$ cat src/rtl/riscv_core_dpath_xm_skid.sv
// Execute-to-memory result buffer: a two-entry skid buffer between the ALU and
// the M stage, with an optional operand-bypass lookup into the held entries.
// Optional feature macro: RISCV_XM_BYPASS_EN (bypass lookup compiled in when defined).
module riscv_core_dpath_xm_skid #(
  parameter int DW = 32,
  parameter int AW = 5
) (
  input  logic          clk,
  input  logic          reset,
  input  logic          squash,
  input  logic          x_val,
  output logic          x_rdy,
  input  logic [DW-1:0] x_result,
  input  logic [AW-1:0] x_waddr,
  input  logic          x_wen,
  output logic          m_val,
  input  logic          m_rdy,
  output logic [DW-1:0] m_result,
  output logic [AW-1:0] m_waddr,
  output logic          m_wen,
  input  logic [AW-1:0] byp_raddr,
  output logic          byp_hit,
  output logic [DW-1:0] byp_data
);

  typedef enum logic [1:0] {EMPTY, ONE, TWO} state_t;

  typedef struct packed {
    logic [DW-1:0] result;
    logic [AW-1:0] waddr;
    logic          wen;
  } entry_t;

  state_t state, state_nxt;
  entry_t x_ent, skid;
  logic   push, pop;
  logic   ld_head_x, ld_head_skid, ld_skid;

  // x0 is never a real destination, so its write enable is dropped at capture
  assign x_ent = '{result: x_result, waddr: x_waddr, wen: x_wen & (x_waddr != '0)};
  assign push  = x_val & x_rdy;
  assign pop   = m_val & m_rdy;
  assign m_val = (state != EMPTY);

  // Next-state and register-load selection; squash overrides everything
  always_comb begin
    state_nxt    = state;
    ld_head_x    = 1'b0;
    ld_head_skid = 1'b0;
    ld_skid      = 1'b0;
    if (squash) begin
      state_nxt = EMPTY;
    end else begin
      unique case (state)
        EMPTY: if (push) begin
          state_nxt = ONE;
          ld_head_x = 1'b1;
        end
        ONE: begin
          if (push && pop) begin
            ld_head_x = 1'b1;
          end else if (push) begin
            state_nxt = TWO;
            ld_skid   = 1'b1;
          end else if (pop) begin
            state_nxt = EMPTY;
          end
        end
        TWO: if (pop) begin
          state_nxt    = ONE;
          ld_head_skid = 1'b1;
        end
        default: state_nxt = EMPTY;
      endcase
    end
  end

  // State and registered ready (ready is taken from the next state so it is a flop output)
  always_ff @(posedge clk or posedge reset) begin
    if (reset) begin
      state <= EMPTY;
      x_rdy <= 1'b1;
    end else begin
      state <= state_nxt;
      x_rdy <= (state_nxt != TWO);
    end
  end

  // Head (m_*) and skid entry registers
  always_ff @(posedge clk or posedge reset) begin
    if (reset) begin
      m_result <= '0;
      m_waddr  <= '0;
      m_wen    <= 1'b0;
      skid     <= '0;
    end else begin
      if (ld_head_x) begin
        m_result <= x_ent.result;
        m_waddr  <= x_ent.waddr;
        m_wen    <= x_ent.wen;
      end else if (ld_head_skid) begin
        m_result <= skid.result;
        m_waddr  <= skid.waddr;
        m_wen    <= skid.wen;
      end
      if (ld_skid) skid <= x_ent;
    end
  end

`ifdef RISCV_XM_BYPASS_EN
  // Bypass lookup; the skid entry is younger than head so it wins a double hit
  always_comb begin
    byp_hit  = 1'b0;
    byp_data = '0;
    if (byp_raddr != '0) begin
      if (state == TWO && skid.wen && skid.waddr == byp_raddr) begin
        byp_hit  = 1'b1;
        byp_data = skid.result;
      end else if (m_val && m_wen && m_waddr == byp_raddr) begin
        byp_hit  = 1'b1;
        byp_data = m_result;
      end
    end
  end
`else
  // Bypass compiled out: ports kept, outputs tied off
  logic byp_unused;
  assign byp_unused = ^byp_raddr;
  assign byp_hit    = 1'b0;
  assign byp_data   = '0;
`endif

endmodule

$ cat config.mk
export PLATFORM = sky130hd
export DESIGN_NAME = riscv_core_dpath_xm_skid
export DESIGN_NICKNAME = d
export VERILOG_FILES = /design/src/rtl/riscv_core_dpath_xm_skid.sv
export SDC_FILE = /design/constraint.sdc
export NUM_CORES = 1
export LEC_CHECK = 0
export BUFFER_PORTS_ARGS = -buffer_cell sky130_fd_sc_hd__buf_2
export CAP_MARGIN = 10
export CORE_UTILIZATION = 48
export CTS_BUF_LIST = sky130_fd_sc_hd__clkbuf_4 sky130_fd_sc_hd__clkbuf_8
export DETAILED_ROUTE_END_ITERATION = 6
export PLACE_DENSITY = 0.81
export SETUP_SLACK_MARGIN = 0.1
export SYNTH_ARGS = -nofsm -noshare
export SYNTH_HDL_FRONTEND = slang
export SYNTH_SLANG_ARGS = --single-unit
$ cat constraint.sdc
create_clock -name clk -period 2.7 [get_ports clk]
set_input_delay 0.54 -clock clk [delete_from_list [all_inputs] [get_ports clk]]
set_output_delay 0.54 -clock clk [all_outputs]
set_load 0.03 [all_outputs]
### After elaboration in Yosys (flattened, before gate mapping)

Index checks and enable logic that the tools add are counted.

* bits of input ports: 48
* bits in writable memories: 0
* bits in latches: 0
* register bits: 79
* word-level logic and storage cells: 42
* memory bits (read-only): 0
* memories: 0
* output and inout port bits: 73

* bitwise operators: 3
* reduce and logical (&&, ||, !) cells: 5
* multiplexer cells: 23
* add/subtract/negate cells: 0
* magnitude comparators: 0
* divide/modulo/power cells: 0
* multiply operators: 0
* equal/unequal tests: 3
* shifts and indexed selects: 0

Operators with widths (count)
* two-way mux 32 bit: 2
* two-way mux 2 bit: 6
* two-way mux 1 bit: 11
* two-way mux 5 bit: 2
* one-hot mux 2 bit (3 select lines): 1
* nonzero test 5 bit: 1
* nonzero test 2 bit: 2
* bitwise AND 1 bit: 3
* equality test 2 x 1 -> 1 bit, second input constant: 1
* equality test 2 bit, second input constant: 1
* logical NOT 2 bit: 1
* inequality test 2 bit, second input constant: 1
* one-hot mux 1 bit (2 select lines): 1
* logical AND 1 bit: 1

### Longest topological paths before layout

* word-level depth: 8
* mapped depth: 5

### Worst setup path after synthesis

Ideal clock, no wire load.

* path kind: input -> register
* start point: input squash
* end point: register m_result[10]
* path buffers: 2
* arrival time: 1648 ps
* setup slack: 927 ps
* stages on the path: 5
* path through: and4bb_4 > buf_6 > buf_12 > mux2_4 > mux2_4

* word-level cells in the longest chain between the ends: 2
* elaborated cells on any way between the ends: 4

RTL lines
* from (decl): line 10 `input logic squash,`
* two-way mux 1 bit: line 51 `if (squash) begin`
* two-way mux 32 bit / nonzero test 2 bit (equally long branches)
* to (signal assigned): line 98 `m_result <= x_ent.result;`
* to (signal assigned): line 102 `m_result <= skid.result;`
* to (decl): line 18 `output logic [DW-1:0] m_result,`

Parallel ways exist; a longest one is shown, timed or not.
A chain may end at the register's enable or synchronous reset.

### Worst setup path after layout

* start point: register state[0]
* end point: register m_result[18]

* word-level cells in the longest chain between the ends: 7
* elaborated cells on any way between the ends: 14

RTL lines
* from (decl): line 34 `state_t state, state_nxt;`
* from (signal assigned): line 84 `state <= state_nxt;`
* nonzero test 2 bit: line 43 `assign m_val = (state != EMPTY);`
* bitwise AND 1 bit: line 42 `assign pop = m_val & m_rdy;`
* logical AND 1 bit: line 60 `if (push && pop) begin`
* two-way mux 1 bit: line 60
* one-hot mux 1 bit (2 select lines): line 54 `unique case (state)`
* two-way mux 1 bit: line 51
* two-way mux 32 bit / nonzero test 2 bit (equally long branches)

Parallel ways exist; a longest one is shown, timed or not.

==> results.yml <==
die:
  ios: 121
  rows: 32
  initial_utilization: 0.501
  die_h_um: 92.0
  die_area_um2: 8470
  core_um2: 7770
  die_x_um: 92.0
job:
  maxCapViolCount: 0
sta:
  tightest_slew_ns: 0.610
  fin_crit_ns: 1.88
  fmax_mhz: 532
  finalSetupViolations: 0
  fin_crit_sh: 0.697
  fin_skew_ns: 0.00937
  grt_setup_unrepaired: "no"
  drv_slew: 0
  setup_tns_ns: 0
  timing.slew.headroom: 0.593
  final_hold_viol_count: 0
setup_path:
  cpMostUsedCell: "mux2_2"
  cp.depth: 4
  cp-startpoint: "state[0]"
  worstSetupPathType: "flip-flop to flip-flop"
  r2r_start: "state[0]"
  worstPathRequired_ns: 2.91
  cpPeakStageDelay_ns: 0.40
  r2r_slack_ns: 0.82
  critPathArrivalTime_ns: 2.10
  rr_worst_depth: 4
  worstSetupStartpointType: "flip-flop"
  crit_slowest_cell: "dfrtp_1"
  cp-end-kind: "flip-flop"
  cp_num_buf_inv: 1
  critical_path.top_delay_family: "multiplexers"
  cp_cell_sequence: "and4bb_4 -> buf_4 -> mux2_2 -> mux2_2"
  critPathMaxFanout: 23
detailed_routing:
  drt_iter0_drc: 62
  vias: 2170
  drc: 0
  vias_per_cell: 4.81
  ant_nets: 0
  drt-pass1-iter-count: 4
  avgRoutedWirePerCell_um: 14.5
  routed_wl_um: 6560
logic_synthesis:
  avgSynthCellArea_um2: 15.0
  synthTopCellsByCount: "78 x dfrtp_1, 73 x mux2_2, 38 x buf_4, 38 x mux2_4"
  synth_top_flop_cell: "dfrtp_1"
  synth_warnings: 0
  synth_seq_area_share: 0.509
  synth-edff-count: 0
  postSynthCellCount: 259
  ys_ff_latch: 79
  yosys.cell_count.top_type: "dfrtp_1"
  synthArstFlopShare: 1.00
  yosys.area.top_type_share: 0.502
  yosys.area.top_type: "dfrtp_1"
  yosysUniqueCellTypes: 22
  synth.cell_area_um2: 3890
  synth.area.top_cells: "dfrtp_1 50%, mux2_2 21%, mux2_4 15%, buf_4 7.3%, buf_12 1.0%"
grt:
  grt_pass1_wl_um: 10700
  grtUsageTotal: 0.164
  grt_pass1_vias: 2263
  overflow: 0
  grt_max_degree: 47
  antenna_found_initial: 0
cells_and_area:
  area_growth_syn_to_layout_pct: 13.9
  layout.cells.non_filler: 451
  nNetsFinal: 393
  design_area_um2: 4430
  num_antenna_cells: 0
  fin_util: 0.570
  drive_gt1_frac: 0.630
clock_network:
  insertion_delay_ns: 0.33
  cts_tree: "done"
  htreeDepth: 3
  cts.sinks: 79
  numCtsBuffers: 9
  cts.hold.buffers_added: 0
  postCtsResizedCells: 0
  post_cts_buffers: 0
  clk_path_buf_depth: 2
  clockRootBuffer: "clkbuf_8"
  clk_pin_slew_ns: 0.07
power:
  leakage_nw: 2.20
  power-per-cell-area_nw_per_um2: 772
  peakVddDrop_mv: 0.385
  finalPower_w: 0.00342
placed_design:
  placed_cells: 436
  place_area_um2: 4270
  portBuffers: 82
  hpwl_um: 4530
  place.gp.congestion: 0.691
run_status:
  status: "completed"
min_path:
  hp-class: "input pin to async pin"
==> per-layer routing <==
layer | wire (um) | track usage
met5 | 0 | 0
met4 | 85 | 0.0729
met3 | 303 | 0.0348
met2 | 3330 | 0.280
met1 | 2840 | 0.200
==> worst reg2reg max path: cells and delay by family (launching register included) <==
kind,cells,cell delay (ns)
muxes,2,0.65
DFF,1,0.40
buffers and inverters,1,0.38
and+or+nand+nor,1,0.34
==> power breakdown <==
part           internal [W]  switching (W)  total (W)
Clock              0.000347       0.000399   0.000745
Sequential          0.00148       0.000146    0.00163
Combinational      0.000504       0.000542    0.00105
Total               0.00233        0.00109    0.00342
==> per-stage QoR <==
stage	setup slack, ns	hold WS [ns]
after global placement	0.606	0.481
after global routing	0.761	0.304
after floorplan	0.138	0.474
after detailed placement	0.579	0.490
final	0.819	0.252
after CTS	0.823	0.252
==> kinds of logic after synthesis <==
kind of cell              share of synthesized area
other                                      0.000964
AOI/OAI and AO/OA                           0.00868
and+or+nand+nor                              0.0180
xor gates and xnor gates                    0.00225
DFF                                           0.509
buffers and inverters                        0.0956
muxes                                         0.366
==> registers in the layout, indices dropped and copies added (netlist names) <==
| register | flops |
|---|---|
| m_waddr | 5 |
| x_rdy | 1 |
| skid | 38 |
| m_result | 32 |
| m_wen | 1 |
| state | 2 |
==> cell type report <==
type / instances / area, um^2
clock buffer: 11 / 139
fill: 637 / 3340
timing repair buffer: 88 / 480
sequential: 79 / 1980
clock inverter: 4 / 23.8
multi-input combinational: 163 / 1660
tap: 102 / 128
inverter: 4 / 16.3
==> final timing paths <==
check                               endpoint
min in group clk                    state[1]
worst max register to register  m_result[18]
worst min register to register      skid[27]
max in group asynchronous              m_wen
worst max-delay path            m_result[18]
worst min-delay path            m_result[29]
==> layout by cell type, fill, tap and decap left out, types with 2 or more instances in the layout <==
| cell type | count |
|---|---|
| a211oi_1 | 2 |
| mux2i_1 | 3 |
| nand2_1 | 3 |
| conb_1 | 33 |
| inv_1 | 3 |
| clkbuf_4 | 2 |
| clkinv_2 | 4 |
| mux2_2 | 73 |
| buf_12 | 2 |
| dfrtp_1 | 78 |
| buf_2 | 82 |
| clkbuf_8 | 9 |
| mux2_4 | 38 |
| buf_4 | 4 |
Power figures use the tool's default switching activity.
